==> src/rtl/alu_issue_ctrl_if.sv <==
// alu_issue_ctrl_if: instruction, register-file, ALU and memory signals of the issue controller
interface alu_issue_ctrl_if;
    logic [31:0] Instr;
    logic        Instr_Valid;
    logic        Instr_Ready;
    logic [3:0]  Rn_Addr;
    logic [3:0]  Rm_Addr;
    logic [31:0] Rn_Data;
    logic [31:0] Rm_Data;
    logic [3:0]  Opcode;
    logic [2:0]  SR_Cont;
    logic [4:0]  SR_Bit;
    logic        S_Out;
    logic [15:0] Immediate;
    logic [31:0] Alu_Out;
    logic [3:0]  Alu_Flags;
    logic        Wr_En;
    logic [3:0]  Wr_Addr;
    logic [31:0] Wr_Data;
    logic        Mem_Req;
    logic        Mem_We;
    logic [31:0] Mem_Addr;
    logic [31:0] Mem_WData;
    logic [31:0] Mem_RData;
    logic        Mem_Ack;
    logic [3:0]  Flags;
    logic        Retire;
    logic        Skipped;
    logic        Illegal;

    modport master (
        input  Instr, Instr_Valid, Rn_Data, Rm_Data, Alu_Out, Alu_Flags, Mem_RData, Mem_Ack,
        output Instr_Ready, Rn_Addr, Rm_Addr, Opcode, SR_Cont, SR_Bit, S_Out, Immediate,
               Wr_En, Wr_Addr, Wr_Data, Mem_Req, Mem_We, Mem_Addr, Mem_WData,
               Flags, Retire, Skipped, Illegal
    );

    modport slave (
        output Instr, Instr_Valid, Rn_Data, Rm_Data, Alu_Out, Alu_Flags, Mem_RData, Mem_Ack,
        input  Instr_Ready, Rn_Addr, Rm_Addr, Opcode, SR_Cont, SR_Bit, S_Out, Immediate,
               Wr_En, Wr_Addr, Wr_Data, Mem_Req, Mem_We, Mem_Addr, Mem_WData,
               Flags, Retire, Skipped, Illegal
    );
endinterface

==> src/rtl/alu_issue_ctrl.sv <==
// alu_issue_ctrl: single-instruction issue controller driving an ALU, register file and memory port
module alu_issue_ctrl #(
    parameter bit         COND_EN     = 1'b1,
    parameter logic [3:0] RESET_FLAGS = 4'b0000
) (
    input logic clk,
    input logic rst,
    alu_issue_ctrl_if.master bus
);
    typedef enum logic [1:0] {IDLE, EXEC, MEM, WB} state_t;

    state_t      state, state_nx;
    logic [31:0] ir, res, mem_addr, mem_wdata;
    logic [3:0]  flags, op;
    logic        mem_we, wr, skip, ill;
    logic        is_cmp, is_mem, is_ill, cond_ok;

    // Conditions come in true/inverted pairs: the low bit inverts the base test
    function automatic logic cond_pass(input logic [3:0] c, input logic [3:0] f);
        logic n, z, cy, v, b;
        {n, z, cy, v} = f;
        case (c[3:1])
            3'd0:    b = z;
            3'd1:    b = cy;
            3'd2:    b = n;
            3'd3:    b = v;
            3'd4:    b = cy & ~z;
            3'd5:    b = n == v;
            3'd6:    b = ~z & (n == v);
            default: b = 1'b1;
        endcase
        return b ^ c[0];
    endfunction

    assign op      = ir[27:24];
    assign is_cmp  = op == 4'b1000;
    assign is_mem  = op == 4'b1001 || op == 4'b1010;
    assign is_ill  = op > 4'b1010;
    assign cond_ok = !COND_EN || cond_pass(ir[31:28], flags);

    // State register
    always_ff @(posedge clk) begin
        if (rst) state <= IDLE;
        else     state <= state_nx;
    end

    // Next state and outputs; ALU fields always reflect the held instruction
    always_comb begin
        state_nx = state;
        case (state)
            IDLE:    state_nx = bus.Instr_Valid ? EXEC : IDLE;
            EXEC:    state_nx = (cond_ok && !is_ill && is_mem) ? MEM : WB;
            MEM:     state_nx = bus.Mem_Ack ? WB : MEM;
            default: state_nx = IDLE;
        endcase
        bus.Instr_Ready = state == IDLE;
        bus.Rn_Addr     = ir[18:15];
        bus.Rm_Addr     = ir[14:11];
        bus.Opcode      = is_cmp ? 4'b0001 : op;
        bus.SR_Cont     = ir[10:8];
        bus.SR_Bit      = ir[7:3];
        bus.S_Out       = ir[23] | is_cmp;
        bus.Immediate   = ir[15:0];
        bus.Wr_En       = state == WB && wr;
        bus.Wr_Addr     = ir[22:19];
        bus.Wr_Data     = res;
        bus.Mem_Req     = state == MEM;
        bus.Mem_We      = mem_we;
        bus.Mem_Addr    = mem_addr;
        bus.Mem_WData   = mem_wdata;
        bus.Flags       = flags;
        bus.Retire      = state == WB;
        bus.Skipped     = state == WB && skip;
        bus.Illegal     = state == WB && ill;
    end

    // Instruction, result, memory and flag registers
    always_ff @(posedge clk) begin
        if (rst) begin
            ir        <= '0;
            res       <= '0;
            mem_addr  <= '0;
            mem_wdata <= '0;
            mem_we    <= 1'b0;
            wr        <= 1'b0;
            skip      <= 1'b0;
            ill       <= 1'b0;
            flags     <= RESET_FLAGS;
        end else begin
            case (state)
                IDLE: if (bus.Instr_Valid) begin
                    ir   <= bus.Instr;
                    wr   <= 1'b0;
                    skip <= 1'b0;
                    ill  <= 1'b0;
                end
                EXEC: if (!cond_ok) skip <= 1'b1;
                else if (is_ill) ill <= 1'b1;
                else if (is_mem) begin
                    mem_addr  <= bus.Rn_Data;
                    mem_wdata <= bus.Rm_Data;
                    mem_we    <= op == 4'b1010;
                    wr        <= op == 4'b1001;
                end else begin
                    res <= bus.Alu_Out;
                    wr  <= !is_cmp;
                    if (ir[23] || is_cmp) flags <= bus.Alu_Flags;
                end
                MEM: if (bus.Mem_Ack && !mem_we) res <= bus.Mem_RData;
                default: ;
            endcase
        end
    end
endmodule

==> src/flat_wrapper.sv <==
// flat-port wrapper written by rule: the top's interface ports become plain ports
module alu_issue_ctrl_flat 
#(
    parameter bit         COND_EN     = 1'b1,
    parameter logic [3:0] RESET_FLAGS = 4'b0000
)
  (clk, rst, bus_Instr, bus_Instr_Valid, bus_Rn_Data, bus_Rm_Data, bus_Alu_Out, bus_Alu_Flags, bus_Mem_RData, bus_Mem_Ack, bus_Instr_Ready, bus_Rn_Addr, bus_Rm_Addr, bus_Opcode, bus_SR_Cont, bus_SR_Bit, bus_S_Out, bus_Immediate, bus_Wr_En, bus_Wr_Addr, bus_Wr_Data, bus_Mem_Req, bus_Mem_We, bus_Mem_Addr, bus_Mem_WData, bus_Flags, bus_Retire, bus_Skipped, bus_Illegal);
  alu_issue_ctrl_if bus_i ();
  input logic clk;
  input logic rst;
  input wire logic [$bits(bus_i.Instr)-1:0] bus_Instr;
  input wire logic [$bits(bus_i.Instr_Valid)-1:0] bus_Instr_Valid;
  input wire logic [$bits(bus_i.Rn_Data)-1:0] bus_Rn_Data;
  input wire logic [$bits(bus_i.Rm_Data)-1:0] bus_Rm_Data;
  input wire logic [$bits(bus_i.Alu_Out)-1:0] bus_Alu_Out;
  input wire logic [$bits(bus_i.Alu_Flags)-1:0] bus_Alu_Flags;
  input wire logic [$bits(bus_i.Mem_RData)-1:0] bus_Mem_RData;
  input wire logic [$bits(bus_i.Mem_Ack)-1:0] bus_Mem_Ack;
  output wire logic [$bits(bus_i.Instr_Ready)-1:0] bus_Instr_Ready;
  output wire logic [$bits(bus_i.Rn_Addr)-1:0] bus_Rn_Addr;
  output wire logic [$bits(bus_i.Rm_Addr)-1:0] bus_Rm_Addr;
  output wire logic [$bits(bus_i.Opcode)-1:0] bus_Opcode;
  output wire logic [$bits(bus_i.SR_Cont)-1:0] bus_SR_Cont;
  output wire logic [$bits(bus_i.SR_Bit)-1:0] bus_SR_Bit;
  output wire logic [$bits(bus_i.S_Out)-1:0] bus_S_Out;
  output wire logic [$bits(bus_i.Immediate)-1:0] bus_Immediate;
  output wire logic [$bits(bus_i.Wr_En)-1:0] bus_Wr_En;
  output wire logic [$bits(bus_i.Wr_Addr)-1:0] bus_Wr_Addr;
  output wire logic [$bits(bus_i.Wr_Data)-1:0] bus_Wr_Data;
  output wire logic [$bits(bus_i.Mem_Req)-1:0] bus_Mem_Req;
  output wire logic [$bits(bus_i.Mem_We)-1:0] bus_Mem_We;
  output wire logic [$bits(bus_i.Mem_Addr)-1:0] bus_Mem_Addr;
  output wire logic [$bits(bus_i.Mem_WData)-1:0] bus_Mem_WData;
  output wire logic [$bits(bus_i.Flags)-1:0] bus_Flags;
  output wire logic [$bits(bus_i.Retire)-1:0] bus_Retire;
  output wire logic [$bits(bus_i.Skipped)-1:0] bus_Skipped;
  output wire logic [$bits(bus_i.Illegal)-1:0] bus_Illegal;
  assign bus_i.Instr = bus_Instr;
  assign bus_i.Instr_Valid = bus_Instr_Valid;
  assign bus_i.Rn_Data = bus_Rn_Data;
  assign bus_i.Rm_Data = bus_Rm_Data;
  assign bus_i.Alu_Out = bus_Alu_Out;
  assign bus_i.Alu_Flags = bus_Alu_Flags;
  assign bus_i.Mem_RData = bus_Mem_RData;
  assign bus_i.Mem_Ack = bus_Mem_Ack;
  assign bus_Instr_Ready = bus_i.Instr_Ready;
  assign bus_Rn_Addr = bus_i.Rn_Addr;
  assign bus_Rm_Addr = bus_i.Rm_Addr;
  assign bus_Opcode = bus_i.Opcode;
  assign bus_SR_Cont = bus_i.SR_Cont;
  assign bus_SR_Bit = bus_i.SR_Bit;
  assign bus_S_Out = bus_i.S_Out;
  assign bus_Immediate = bus_i.Immediate;
  assign bus_Wr_En = bus_i.Wr_En;
  assign bus_Wr_Addr = bus_i.Wr_Addr;
  assign bus_Wr_Data = bus_i.Wr_Data;
  assign bus_Mem_Req = bus_i.Mem_Req;
  assign bus_Mem_We = bus_i.Mem_We;
  assign bus_Mem_Addr = bus_i.Mem_Addr;
  assign bus_Mem_WData = bus_i.Mem_WData;
  assign bus_Flags = bus_i.Flags;
  assign bus_Retire = bus_i.Retire;
  assign bus_Skipped = bus_i.Skipped;
  assign bus_Illegal = bus_i.Illegal;
  alu_issue_ctrl #(.COND_EN(COND_EN), .RESET_FLAGS(RESET_FLAGS)) u_core (.clk(clk), .rst(rst), .bus(bus_i));
endmodule
==> config.mk <==
export PLATFORM = sky130hd
export DESIGN_NAME = alu_issue_ctrl_flat
export DESIGN_NICKNAME = d
export VERILOG_FILES = /design/src/rtl/alu_issue_ctrl_if.sv /design/src/rtl/alu_issue_ctrl.sv /design/src/flat_wrapper.sv
export SDC_FILE = /design/constraint.sdc
export NUM_CORES = 1
export LEC_CHECK = 0
export CORE_ASPECT_RATIO = 1.4
export CORE_MARGIN = 2
export CORE_UTILIZATION = 40
export CTS_CLUSTER_DIAMETER = 30
export CTS_CLUSTER_SIZE = 24
export DETAILED_ROUTE_END_ITERATION = 8
export GPL_TIMING_DRIVEN = 1
export PLACE_DENSITY = 0.86
export SETUP_SLACK_MARGIN = 0.15
export SLEW_MARGIN = 20
export SYNTH_ARGS = -nofsm -noshare
export SYNTH_HDL_FRONTEND = slang
export SYNTH_SLANG_ARGS = --single-unit
==> constraint.sdc <==
create_clock -name clk -period 2.5 [get_ports clk]
set_input_delay 0.5 -clock clk [delete_from_list [all_inputs] [get_ports clk]]
set_output_delay 0.5 -clock clk [all_outputs]
set_load 0.01 [all_outputs]
Word-level counts from Yosys, hierarchy flattened --
Cells that the tools add are included.
Storage, ports and cells: output and inout port bits 148, bits in registers 138, logic and storage cells 81, bits of input ports 168
Cells by class: reductions and logical operators 22, bitwise gates (word level) 7, multiplexer cells 21, magnitude comparators 1, equality and inequality tests 20
Operators with widths (count):
- $mux 32 | 4
- $pmux 32 s2 | 1
- $eq 4x4->1 const B | 3
- $reduce_and 4->1 | 3
- $mux 1 | 10
- $reduce_and 5->1 | 2
- $eq 3x3->1 const B | 3
- $ne 2x2->1 const B | 4
- $pmux 1 s7 | 1
- $eq 3x2->1 const B | 2
- $logic_and 1x1->1 | 6
- $ne 2x1->1 const B | 3
- $pmux 1 s2 | 3
- $pmux 2 s3 | 1
- $eq 2x2->1 const B | 2
- $gt 4x4->1 const B | 1
- $mux 4 | 1
- $reduce_bool 2->1 | 2
- $eq 3x1->1 const B | 1
- $logic_not 1->1 | 3
- $logic_not 3->1 | 1
- $not 1->1 | 3
- $reduce_and 3->1 | 1
- $and 1x1->1 | 2
- 7 further kinds | 8

Logic depth before layout (Yosys ltp) --
word-level depth 8, depth in mapped cells 9, gate-level depth less buffers 7

Worst setup path after synthesis --
No wires, ideal clock.
path type register -> register, start reg u_core.ir[30], end reg u_core.res[20] (netlist: u_core.bus.Wr_Data[20]), slack 0.344 ns, cell stages (with the launch flop) 8, data required time 2.411 ns, clock period less this slack 2.156 ns, data arrival time 2.067 ns, setup time 0.089 ns, path buffers 2, path through dfxtp_1 > mux2i_1 > o311a_2 > a31oi_2 > or4_1 > buf_2 > buf_6 > a311oi_2
Between the ends: word-level cells in the longest chain between the ends 5, elaborated cells on any way between the ends 11, those cells by class eq/ne: 7; mux: 1; bitwise: 1; reduce/logical: 2
Ends and longest elaborated chain:
- from (decl) | RTL line alu_issue_ctrl.sv:13 | logic [31:0] ir, res, mem_addr, mem_wdata;
- from (signal assigned) | RTL line alu_issue_ctrl.sv:92 | ir <= bus.Instr;
- $eq 3x3->1, or another cell as far along | RTL line alu_issue_ctrl.sv:22 | case (c[3:1])
- $pmux 1 s7 (*) | RTL line alu_issue_ctrl.sv:22
- $xor 1x1->1 (*) | RTL line alu_issue_ctrl.sv:32 | return b ^ c[0];
- $ne 2x1->1 (no line) (*)
- $reduce_and 5->1 (no line) (*)
- to (signal assigned) | RTL line alu_issue_ctrl.sv:105 | res <= bus.Alu_Out;
- to (signal assigned) | RTL line alu_issue_ctrl.sv:109 | MEM: if (bus.Mem_Ack && !mem_we) res <= bus.Mem_RData;
- to (decl) | RTL line alu_issue_ctrl.sv:13
Every way passes the cells marked *; elsewhere a longest branch is shown, timed or not. A chain may end at the register's enable or synchronous reset.

Final worst setup path --
start reg u_core.ir[31], end reg u_core.res[12] (netlist: u_core.bus.Wr_Data[12])
Same word-level chain as after synthesis.

==> summary.txt <==
Outcome
  • Status: complete, no violations

STA
  • Final period util: 0.941
  • Slew Viols, Final: 0
  • Slew @ Worst Pin: 0.489 ns
  • RSZ-0062 raised after global routing: no
  • Clk_skew: 0.00819 ns
  • Setup_tns: 0 ns
  • Fin. Hold Viols: 0
  • Hold slack: 0.455 ns
  • Endpoints failing setup: 0
  • Slew margin rel.: 0.671
  • Fin crit period: 2.35 ns
  • Fmax: 425 MHz

Placement
  • Port bufs: 315
  • Final HPWL DP: 14.8 mm
  • GP Congestion: 0.824

Routing
  • Vias: 6319
  • WL per Instance: 16.9 µm
  • Initial DRC Count: 427
  • Antenna viol nets, final: 0
  • WL final: 20.6 mm
  • Vias per inst: 5.19
  • DR DRC count: 0
  • First drt pass iteration count: 4

Synth
  • Post-synthesis area per instance: 9.22 µm²
  • Distinct cells, synth: 49
  • Top-area cell type share of the netlist area: 0.401
  • Sequential share of the synthesized area: 0.401
  • Number of synthesized register bits: 138
  • Number of synthesized flops with an enable pin: 0
  • Synth cell count leaders: dfxtp_1 (138), nand2b_1 (133), nand2_1 (68)
  • Yosys top cell by area: dfxtp_1
  • Post-Syn Instances: 748
  • Area of the mapped netlist: 0.00690 mm²
  • Synth Net Count: 921
  • Prevailing post-synth register cell: dfxtp_1
  • Cell with the most instances after synthesis: dfxtp_1
  • Ys async rst share: 0
  • Ranking of synthesized cells by area: dfxtp_1 (40%), nand2b_1 (12%), mux2i_1 (9.6%), a311oi_2 (6.5%), buf_4 (4.5%)
  • Yosys warnings: 0

Layout
  • Area growth syn-to-layout: 54.2%
  • Fillers: 1347
  • Nets: 1176
  • Diode count: 0
  • Share of cells above drive strength 1: 0.102

Floorplan
  • Die ar.: 0.0183 mm²
  • Site row count: 56
  • Core ar.: 0.0168 mm²
  • Starting Density: 0.410
  • Chip Height: 159 µm
  • Die Width: 115 µm
  • Boundary Pins: 316

Clock tree
  • Clock-pin slew on the worst setup and hold paths: 0.06 ns
  • CTS tree: yes
  • CTS root buffer: clkbuf_16
  • Clock Path Buffers: 2
  • Clock Latency Late Sink: 0.42 ns
  • H-tree depth: 4
  • CTS Sinks: 138
  • CTS buffer count: 17
  • # hold bufs at CTS: 0

Critical path
  • RR Startpoint: u_core.ir[31]
  • WP data arrival: 2.67 ns
  • Crit Path Max Fanout: 32
  • Crit end category: flip-flop
  • R2R Setup Slk: 0.15 ns
  • Reg2Reg Depth: 6
  • WP data required: 2.82 ns
  • Setup CP Type: flip-flop to flip-flop
  • Critical Path Start: u_core.ir[31]
  • Reg2reg end: u_core.bus.Wr_Data[12]
  • CP startpoint kind: flip-flop
  • Crit path to: u_core.bus.Wr_Data[12]

Power and ir drop
  • LEAKAGE: 0.00358 µW
  • Power consumption: 6970 µW
  • Pwr dens: 656 mW/mm²
  • Max IR drop VDD: 414 µV

Global route
  • Antenna violations before repair: 0
  • First-pass GRT wire length: 32.1 mm
  • Vias in the first global route: 6279
  • Total gr overflow: 0
  • All-Layer GR Usage: 0.218
  • Largest net degree at the start of global routing: 79

Flow run
  • MaxCap Viol Count: 0

Min path
  • Hold/Removal Path Class: flip-flop to flip-flop
==> state kept, by name (all words and copies together) (netlist names) <==
name                  cells
u_core.bus.Wr_Data       32
u_core.skip               1
u_core.bus.Mem_WData     32
u_core.bus.Mem_We         1
u_core.wr                 1
u_core.bus.Mem_Addr      32
u_core.ill                1
u_core.state              2
u_core.ir                32
u_core.bus.Flags          4
==> cell families (layout without fill, tap and decap cells) <==
group / after synthesis / in the layout / share of synthesized area
and+or+nand+nor: 239 / 239 / 0.193
AOI/OAI and AO/OA: 161 / 161 / 0.197
DFF: 138 / 138 / 0.401
buffers and inverters: 137 / 404 / 0.101
muxes: 66 / 66 / 0.0958
adders and majority gates: 5 / 5 / 0.00907
xor gates and xnor gates: 2 / 2 / 0.00254
==> stage by stage <==
step,setup WS (ns),instance area [µm²],util,instances
5_1_grt,0.0557,10600,0.632,1218
2_1_floorplan,0.344,6900,-,748
4_1_cts,0.152,10600,0.628,1217
3_5_place_dp,0.0940,9980,0.594,1186
3_3_place_gp,0.232,9980,0.594,1186
6_report,0.148,10600,0.632,1218
==> power by group <==
part           internal [µW]  switching (µW)  total [µW]
Sequential              2400             149        2550
Combinational           1050             958        2010
Clock                   1420             991        2420
Total                   4880            2100        6970
==> what timing repair did <==
item,CTS,global route
endpoints found under the hold margin,0,0
gates resized for setup,5,11
pin swaps,0,1
buffers inserted,0,1
setup endpoints to repair,34,100
==> worst max-delay path, cell delays in order (launching register included) <==
cell,delay (ns)
dfxtp_2,0.46
nand4bb_1,0.27
o311a_2,0.30
a31oi_4,0.16
or4_4,0.56
buf_12,0.20
a311oi_2,0.29
==> cells in the final DEF, fill, tap and decap left out, drive strengths merged, types with 2 or more instances in the layout <==
cell type and instances:
clkdlybuf4s50 313, dfxtp 138, nand2b 133, nand2 68
mux2i 66, a21oi 41, inv 40, a31oi 34
a311oi 33, o22a 32, buf 22, clkbuf 19
nand4 7, and2 6, o31ai 6, nor2b 5
clkinvlp 5, ha 5, nor2 4, clkinv 3
nor4 3, o211ai 2, nand3b 2, o22ai 2
nand3 2, o21ai 2, o311ai 2, nor3 2
==> area by class of cell <==
type,instances,area [µm²],area share
clock buffers,19,453,0.0426
inverters,37,139,0.0131
well taps,203,254,0.0239
clock inverters,12,116,0.0109
flip-flops and latches,138,2770,0.260
repair buffers,336,3380,0.318
multi-input cells,473,3520,0.331
==> how the worst min path moves through the flow <==
stage	end	start	cells after the start	slack, ns
3_5_place_dp	u_core.ir[18]	u_core.ir[18]	2	0.45
2_1_floorplan	u_core.ir[23]	u_core.ir[23]	2	0.44
6_report	u_core.ir[2]	u_core.ir[2]	2	0.46
5_1_grt	u_core.ir[17]	u_core.ir[17]	2	0.47
4_1_cts	u_core.ir[18]	u_core.ir[18]	2	0.46
3_3_place_gp	u_core.ir[17]	u_core.ir[17]	2	0.44
==> layer usage <==
| layer | up-vias | routed length, µm | GRT usage |
|---|---|---|---|
| met3 | 48 | 1580 | 0.0640 |
| li1 | 3076 | - | - |
| met5 | - | 0 | 0 |
| met4 | 0 | 697 | 0.0936 |
| met2 | 259 | 10200 | 0.373 |
| met1 | 2936 | 8090 | 0.248 |
Note: power is estimated with default switching activity, not from simulation.
